===== config.mk =====
export PLATFORM = sky130hd
export DESIGN_NAME = uart_fifo_core
export DESIGN_NICKNAME = d
export VERILOG_FILES = /design/src/rtl/uart_fifo_core.sv
export SDC_FILE = /design/constraint.sdc
export NUM_CORES = 1
export LEC_CHECK = 0
export ABC_AREA = 1
export BUFFER_PORTS_ARGS = -buffer_cell sky130_fd_sc_hd__buf_2
export CAP_MARGIN = 10
export CORE_MARGIN = 2
export CORE_UTILIZATION = 45
export CTS_CLUSTER_SIZE = 24
export DETAILED_ROUTE_END_ITERATION = 6
export GPL_TIMING_DRIVEN = 0
export PLACE_DENSITY = 0.67
export REMOVE_ABC_BUFFERS = 1
export SLEW_MARGIN = 20
export SYNTH_ARGS = -nofsm -noshare
export SYNTH_HDL_FRONTEND = slang
export SYNTH_SLANG_ARGS = --single-unit

===== constraint.sdc =====
create_clock -name clk -period 2.7 [get_ports clk]
set_input_delay 0.405 -clock clk [delete_from_list [all_inputs] [get_ports clk]]
set_output_delay 0.405 -clock clk [all_outputs]
set_load 0.05 [all_outputs]

===== src/rtl/uart_fifo_core.sv =====
// uart_fifo_core: full-duplex UART with a 16x-oversampled receiver and
// independent TX/RX FIFOs behind valid/ready handshakes.
// Optional parity bit in both directions: define UART_PARITY_EN.
// Handshake rule: a word moves only on a rising edge where valid && ready;
// tx_ready is !tx_full, rx_valid is !rx_empty, rx_data is the FIFO head.
module uart_fifo_core #(
  parameter int CLK_HZ     = 50_000_000,
  parameter int BAUD       = 115_200,
  parameter int DATA_BITS  = 8,
  parameter int TX_DEPTH   = 16,
  parameter int RX_DEPTH   = 16,
  parameter int PARITY_ODD = 0
) (
  input  logic                 clk,
  input  logic                 rst,
  input  logic                 tx_valid,
  input  logic [DATA_BITS-1:0] tx_data,
  output logic                 tx_ready,
  output logic                 rx_valid,
  output logic [DATA_BITS-1:0] rx_data,
  input  logic                 rx_ready,
  output logic                 tx,
  input  logic                 rx,
  output logic                 tx_busy,
  output logic                 rx_overrun,
  output logic                 rx_frame_err,
  output logic                 rx_parity_err
);
  localparam int BIT_CYC = CLK_HZ / BAUD;
  localparam int OS_DIV  = CLK_HZ / (BAUD * 16);
  localparam int BCW     = (BIT_CYC > 1) ? $clog2(BIT_CYC) : 1;
  localparam int OSW     = (OS_DIV > 1) ? $clog2(OS_DIV) : 1;
  localparam int DCW     = $clog2(DATA_BITS);
  localparam int TAW     = $clog2(TX_DEPTH);
  localparam int RAW     = $clog2(RX_DEPTH);
`ifdef UART_PARITY_EN
  localparam logic PAR_ODD = (PARITY_ODD != 0);
`endif

  typedef enum logic [2:0] {
    TX_IDLE, TX_START, TX_DATA,
`ifdef UART_PARITY_EN
    TX_PAR,
`endif
    TX_STOP
  } tx_state_e;

  typedef enum logic [2:0] {
    RX_IDLE, RX_START, RX_DATA,
`ifdef UART_PARITY_EN
    RX_PAR,
`endif
    RX_STOP, RX_BREAK
  } rx_state_e;

  // ---------------- TX FIFO ----------------
  logic [DATA_BITS-1:0] tx_mem [TX_DEPTH];
  logic [TAW:0]         tx_wptr_q, tx_rptr_q;
  logic                 tx_full, tx_empty, tx_push, tx_pop;
  logic [DATA_BITS-1:0] tx_head;

  assign tx_empty = (tx_wptr_q == tx_rptr_q);
  assign tx_full  = (tx_wptr_q[TAW] != tx_rptr_q[TAW]) &&
                    (tx_wptr_q[TAW-1:0] == tx_rptr_q[TAW-1:0]);
  assign tx_ready = !tx_full;
  assign tx_push  = tx_valid && !tx_full;
  assign tx_head  = tx_mem[tx_rptr_q[TAW-1:0]];

  // TX storage write
  always_ff @(posedge clk) begin
    if (tx_push) tx_mem[tx_wptr_q[TAW-1:0]] <= tx_data;
  end

  // TX pointers; the extra MSB separates full from empty
  always_ff @(posedge clk) begin
    if (rst) begin
      tx_wptr_q <= '0;
      tx_rptr_q <= '0;
    end else begin
      if (tx_push) tx_wptr_q <= tx_wptr_q + 1'b1;
      if (tx_pop)  tx_rptr_q <= tx_rptr_q + 1'b1;
    end
  end

  // ---------------- TX FSM ----------------
  tx_state_e            tx_state_q;
  logic [BCW-1:0]       tx_cnt_q;
  logic [DCW-1:0]       tx_bit_q;
  logic [DATA_BITS-1:0] tx_shift_q;
  logic                 tx_q;
  logic                 tx_bit_end;
`ifdef UART_PARITY_EN
  logic                 tx_par_q;
`endif

  assign tx_bit_end = (tx_cnt_q == BCW'(BIT_CYC - 1));
  // Pop when idle, or at the end of a stop bit so frames run back to back
  assign tx_pop  = !tx_empty && ((tx_state_q == TX_IDLE) ||
                                 ((tx_state_q == TX_STOP) && tx_bit_end));
  assign tx_busy = (tx_state_q != TX_IDLE) || !tx_empty;
  assign tx      = tx_q;

  // Transmit sequencer; the line register follows the state one cycle later
  always_ff @(posedge clk) begin
    if (rst) begin
      tx_state_q <= TX_IDLE;
      tx_cnt_q   <= '0;
      tx_bit_q   <= '0;
      tx_shift_q <= '0;
      tx_q       <= 1'b1;
`ifdef UART_PARITY_EN
      tx_par_q   <= 1'b0;
`endif
    end else begin
      case (tx_state_q)
        TX_START: tx_q <= 1'b0;
        TX_DATA:  tx_q <= tx_shift_q[0];
`ifdef UART_PARITY_EN
        TX_PAR:   tx_q <= tx_par_q;
`endif
        default:  tx_q <= 1'b1;
      endcase

      if ((tx_state_q == TX_IDLE) || tx_bit_end) tx_cnt_q <= '0;
      else                                       tx_cnt_q <= tx_cnt_q + 1'b1;

      if (tx_pop) begin
        tx_shift_q <= tx_head;
`ifdef UART_PARITY_EN
        tx_par_q   <= (^tx_head) ^ PAR_ODD;
`endif
        tx_state_q <= TX_START;
      end else if (tx_bit_end) begin
        case (tx_state_q)
          TX_START: begin
            tx_state_q <= TX_DATA;
            tx_bit_q   <= '0;
          end
          TX_DATA: begin
            tx_shift_q <= tx_shift_q >> 1;
            if (tx_bit_q == DCW'(DATA_BITS - 1)) begin
`ifdef UART_PARITY_EN
              tx_state_q <= TX_PAR;
`else
              tx_state_q <= TX_STOP;
`endif
            end else begin
              tx_bit_q <= tx_bit_q + 1'b1;
            end
          end
`ifdef UART_PARITY_EN
          TX_PAR:  tx_state_q <= TX_STOP;
`endif
          default: tx_state_q <= TX_IDLE;
        endcase
      end
    end
  end

  // ---------------- RX front end ----------------
  logic           rx_s1_q, rx_s2_q, rx_prev_q;
  logic [OSW-1:0] os_cnt_q;
  logic           os_tick;

  assign os_tick = (os_cnt_q == OSW'(OS_DIV - 1));

  // Two-flop synchroniser plus previous sample for falling-edge detect
  always_ff @(posedge clk) begin
    if (rst) begin
      rx_s1_q   <= 1'b1;
      rx_s2_q   <= 1'b1;
      rx_prev_q <= 1'b1;
    end else begin
      rx_s1_q   <= rx;
      rx_s2_q   <= rx_s1_q;
      rx_prev_q <= rx_s2_q;
    end
  end

  // Free-running 16x oversample divider
  always_ff @(posedge clk) begin
    if (rst)          os_cnt_q <= '0;
    else if (os_tick) os_cnt_q <= '0;
    else              os_cnt_q <= os_cnt_q + 1'b1;
  end

  // ---------------- RX FIFO ----------------
  logic [DATA_BITS-1:0] rx_mem [RX_DEPTH];
  logic [RAW:0]         rx_wptr_q, rx_rptr_q;
  logic                 rx_full, rx_empty, rx_push, rx_pop;
  logic [DATA_BITS-1:0] rx_shift_q;
  logic                 rx_stop_smp, rx_par_ok, rx_word_ok;

  assign rx_empty = (rx_wptr_q == rx_rptr_q);
  assign rx_full  = (rx_wptr_q[RAW] != rx_rptr_q[RAW]) &&
                    (rx_wptr_q[RAW-1:0] == rx_rptr_q[RAW-1:0]);
  assign rx_valid = !rx_empty;
  assign rx_data  = rx_valid ? rx_mem[rx_rptr_q[RAW-1:0]] : '0;
  assign rx_pop   = rx_valid && rx_ready;
  // A full FIFO still accepts a word when the head leaves in the same cycle
  assign rx_word_ok = rx_stop_smp && rx_s2_q && rx_par_ok;
  assign rx_push    = rx_word_ok && (!rx_full || rx_pop);

  // RX storage write
  always_ff @(posedge clk) begin
    if (rx_push) rx_mem[rx_wptr_q[RAW-1:0]] <= rx_shift_q;
  end

  // RX pointers
  always_ff @(posedge clk) begin
    if (rst) begin
      rx_wptr_q <= '0;
      rx_rptr_q <= '0;
    end else begin
      if (rx_push) rx_wptr_q <= rx_wptr_q + 1'b1;
      if (rx_pop)  rx_rptr_q <= rx_rptr_q + 1'b1;
    end
  end

  // ---------------- RX FSM ----------------
  rx_state_e      rx_state_q;
  logic [3:0]     rx_tick_q;
  logic [DCW-1:0] rx_bit_q;
  logic           rx_overrun_q, rx_frame_err_q;
`ifdef UART_PARITY_EN
  logic           rx_par_q, rx_parity_err_q;
  assign rx_par_ok     = (((^rx_shift_q) ^ PAR_ODD) == rx_par_q);
  assign rx_parity_err = rx_parity_err_q;
`else
  assign rx_par_ok     = 1'b1;
  assign rx_parity_err = 1'b0;
`endif

  assign rx_stop_smp  = (rx_state_q == RX_STOP) && os_tick && (rx_tick_q == 4'd15);
  assign rx_overrun   = rx_overrun_q;
  assign rx_frame_err = rx_frame_err_q;

  // Receive sequencer: centre on the start bit, then sample every 16 ticks
  always_ff @(posedge clk) begin
    if (rst) begin
      rx_state_q      <= RX_IDLE;
      rx_tick_q       <= '0;
      rx_bit_q        <= '0;
      rx_shift_q      <= '0;
      rx_overrun_q    <= 1'b0;
      rx_frame_err_q  <= 1'b0;
`ifdef UART_PARITY_EN
      rx_par_q        <= 1'b0;
      rx_parity_err_q <= 1'b0;
`endif
    end else begin
      rx_overrun_q   <= rx_word_ok && rx_full && !rx_pop;
      rx_frame_err_q <= 1'b0;
`ifdef UART_PARITY_EN
      rx_parity_err_q <= 1'b0;
`endif
      case (rx_state_q)
        RX_IDLE: begin
          if (rx_prev_q && !rx_s2_q) begin
            rx_state_q <= RX_START;
            rx_tick_q  <= '0;
          end
        end
        RX_START: begin
          if (os_tick) begin
            if (rx_tick_q == 4'd7) begin
              rx_tick_q  <= '0;
              rx_bit_q   <= '0;
              rx_state_q <= rx_s2_q ? RX_IDLE : RX_DATA;
            end else begin
              rx_tick_q <= rx_tick_q + 1'b1;
            end
          end
        end
        RX_DATA: begin
          if (os_tick) begin
            rx_tick_q <= rx_tick_q + 1'b1;
            if (rx_tick_q == 4'd15) begin
              rx_shift_q <= {rx_s2_q, rx_shift_q[DATA_BITS-1:1]};
              if (rx_bit_q == DCW'(DATA_BITS - 1)) begin
`ifdef UART_PARITY_EN
                rx_state_q <= RX_PAR;
`else
                rx_state_q <= RX_STOP;
`endif
              end else begin
                rx_bit_q <= rx_bit_q + 1'b1;
              end
            end
          end
        end
`ifdef UART_PARITY_EN
        RX_PAR: begin
          if (os_tick) begin
            rx_tick_q <= rx_tick_q + 1'b1;
            if (rx_tick_q == 4'd15) begin
              rx_par_q   <= rx_s2_q;
              rx_state_q <= RX_STOP;
            end
          end
        end
`endif
        RX_STOP: begin
          if (os_tick) begin
            rx_tick_q <= rx_tick_q + 1'b1;
            if (rx_tick_q == 4'd15) begin
              rx_frame_err_q  <= !rx_s2_q;
`ifdef UART_PARITY_EN
              rx_parity_err_q <= !rx_par_ok;
`endif
              rx_state_q      <= rx_s2_q ? RX_IDLE : RX_BREAK;
            end
          end
        end
        RX_BREAK: begin
          if (rx_s2_q) rx_state_q <= RX_IDLE;
        end
        default: rx_state_q <= RX_IDLE;
      endcase
    end
  end
endmodule


==> reports/metrics.csv <==
stage,metric,value,unit
status,status,"finished, final reports clean",
pwr,p_sw_frac,0.2726,
timing,drv_slew,0,
die,initial_core_util,0.4584,
yosys,synth.avg_cell_area,10.06,um2
setup_path,cp.arrival,2.73,ns
hold_path,hold_path_class,in2reg,
clock_tree,clock_latency,0.52,ns
yosys,ys_seq_elements,335,
timing,worstMarginPinSlew,0.9338,ns
final_layout,n_antenna_cell,0,
pwr,pwr-share-seq,0.457,
timing,tns,0,ns
yosys,synth-warning-count,0,
pwr,intPower,9.549,mW
yosys,synth_top_area_share,0.5301,
die,die-area,0.03368,mm2
placement,place_area,0.01487,mm2
yosys,ys_seq_area_frac,0.6391,
final_layout,nNetsFinal,1485,
yosys,yosysTopAreaCell,edfxtp_1,
timing,post-route-min-period,2.594,ns
clock_tree,clk_pin_slew_worst_paths,0.06,ns
route,via_per_inst,5.188,
final_layout,fill_cells,2713,
yosys,synth_top_family_by_area,simple AND/OR/NAND/NOR gates,
clock_tree,numCtsBuffers,36,
yosys,ys_top_cells_by_area,"edfxtp_1, dfxtp_1, nand2_1, nand3_1, inv_1",
yosys,synth_fa_ha_area_frac,0.01984,
route,first_iter_violations,791,
route,wl,30330,um
clock_tree,cts.sinks,335,
pwr,p_leak,6.302,nW
placement,place.gp.congestion,0.8053,
yosys,ys_types,37,
die,core_area,0.03164,mm2
die,chipWidth,183.5,um
grt,antenna_found_initial,0,
setup_path,endpoint_kind,flop,
timing,timing.final.ws_setup,0.1055,ns
route,wl_per_cell,16.15,um
clock_tree,cts_tree,yes,
route,antenna_left,0,
route,via_count,9744,
yosys,synth_area,0.01450,mm2
grt,grtUsageTotal,0.1797,
clock_tree,cts_hold_buf,0,
clock_tree,h-tree-depth,2,
placement,dp_slack,-0.0007401,ns
yosys,post-synth-top-count-cell,nand2_1,
route,drtPass1Iterations,6,
placement,hpwl,17850,um
yosys,synth-edff-count,256,
final_layout,area_delta_synth_final,12.35,%
yosys,yosys-top-cells-count,"nand2_1, edfxtp_1, inv_1, nand3_1, a21oi_1",
yosys,synth_cells,1442,
timing,clock_skew,0.02352,ns
yosys,async_flop_share,0,
grt,grt_pass1_vias,9119,
final_layout,final_area,0.01629,mm2
final_layout,drive_above_1_share,0.09485,
pwr,ir_drop,433.6,uV
pwr,power.total,13.13,mW
die,rows,65,
timing,max_clock_freq,385.4,MHz
setup_path,cp-start-kind,flop,
yosys,yosys.area_share.simple,0.1775,
timing,setup_violations,0,
timing,hold_violations,0,
pwr,p_per_area,805.6,mW/mm2
clock_tree,cts_buffer_depth,3,
die,die_height,183.5,um
yosys,synth_compound_area_frac,0.07575,
pwr,power_frac_comb,0.144,
yosys,yosys.area_share.xor_xnor,0.008455,
die,pin_count,28,
placement,portBuffers,26,
grt,grt_overflow,0,
yosys,synth_ff_type,edfxtp_1,
pwr,switching_power,3.578,mW
run,drv_cap,0,
grt,grt_max_degree,89,
timing,slew_headroom,0.3752,
pwr,p_clk_frac,0.400,
timing,post-route-period-util,0.9609,
setup_path,critPathRequiredTime,2.83,ns
yosys,muxShareOfSynthArea,0.0006902,
clock_tree,cts_root_buffer,clkbuf_16,
route,drc,0,
setup_path,crit_fanout,8,
grt,grt_pass1_wl,47730,um
setup_path,critPathKind,reg2reg,
timing,fin_hold_ws,0.09038,ns
timing,rsz0062_at_grt,true,
## through the flow
stage	instances	util
final	1878	0.5150
after global placement	1805	0.4686
after global routing	1878	0.5150
after floorplan	1377	-
after detailed placement	1806	0.4699
after CTS	1874	0.5124
## layer usage
metal,global-route usage,vias to the layer above,wire length [um]
met2,0.3054,216,14790
met5,0,-,0
met4,0.05120,0,610
met3,0.02456,47,1327
met1,0.2418,4628,13600
li1,-,4853,-
## path summary, 6_finish.rpt
path              depth (start not counted)      endpoint  slack [ns]         from
setup / recovery                         10  rx_mem[0][0]        0.11  os_cnt_q[0]
hold reg to reg                           1       rx_s2_q        0.41      rx_s1_q
setup reg to reg                         10  rx_mem[0][0]        0.11  os_cnt_q[0]
hold / removal                            2       rx_s1_q        0.09           rx
## flip-flops by register name, summed over array words and instances (netlist names), 4 cells and up, named ones only
register / flops
os_cnt_q: 5
tx_rptr_q: 5
rx_wptr_q: 5
rx_rptr_q: 5
tx_cnt_q: 9
tx_wptr_q: 5
rx_tick_q: 4
tx_shift_q: 8
rx_shift_q: 8
tx_mem: 128
rx_mem: 128
## timing repair
action / in CTS / in global routing
gates cloned: 0 / 1
buffers inserted: 3 / 3
setup endpoints to repair: 8 / 128
gates resized for setup: 2 / 12
## critical path: stages, from the launching register on
cell     delay (ns)
dfxtp_1        0.33
inv_1          0.06
ha_1           0.15
nand4_2        0.20
inv_1          0.17
nand2_1        0.08
nor3_1         0.20
nand2_1        0.15
inv_2          0.13
nand2_1        0.16
nor2_1         0.61
## placed cells by master, fill, tap and decap left out, types with 11 or more instances in the layout
master	count
nand2_1	281
a21oi_1	90
ha_1	23
o21ai_0	66
edfxtp_1	256
nor2_1	64
inv_1	208
xor2_1	11
clkbuf_16	42
nor3_1	11
buf_2	25
dfxtp_1	73
o211ai_1	32
nand3_1	190
## cell type report
class                           instances  area (um2)  area share
Clock inverter                         20       249.0     0.01528
Sequential cell                       335        9286      0.5699
Multi-Input combinational cell        822        4119      0.2528
Tap cell                              402       503.0     0.03087
Clock buffer                           45        1051     0.06450
Timing Repair Buffer                   34       254.0     0.01559
Inverter                              220       832.0     0.05106
## power groups by stage
stage	registers (mW)	clock network (mW)	logic (mW)
2_1_floorplan	6.03	0	1.33
3_3_place_gp	6.15	0	1.78
3_5_place_dp	6.13	0	1.81
4_1_cts	6.01	5.34	1.86
5_1_grt	6.03	5.57	2.15
6_report	5.99	5.25	1.89
## kinds of logic (layout without fill, tap and decap cells)
group / after synthesis / in the layout
AOI/OAI and AO/OA: 198 / 198
xor gates and xnor gates: 14 / 14
adders and majority gates: 23 / 23
buffers and inverters: 285 / 319
DFF: 335 / 335
muxes: 1 / 1
other: 1 / 1
and+or+nand+nor: 585 / 585
No activity file was read; power rests on OpenSTA's default activity.
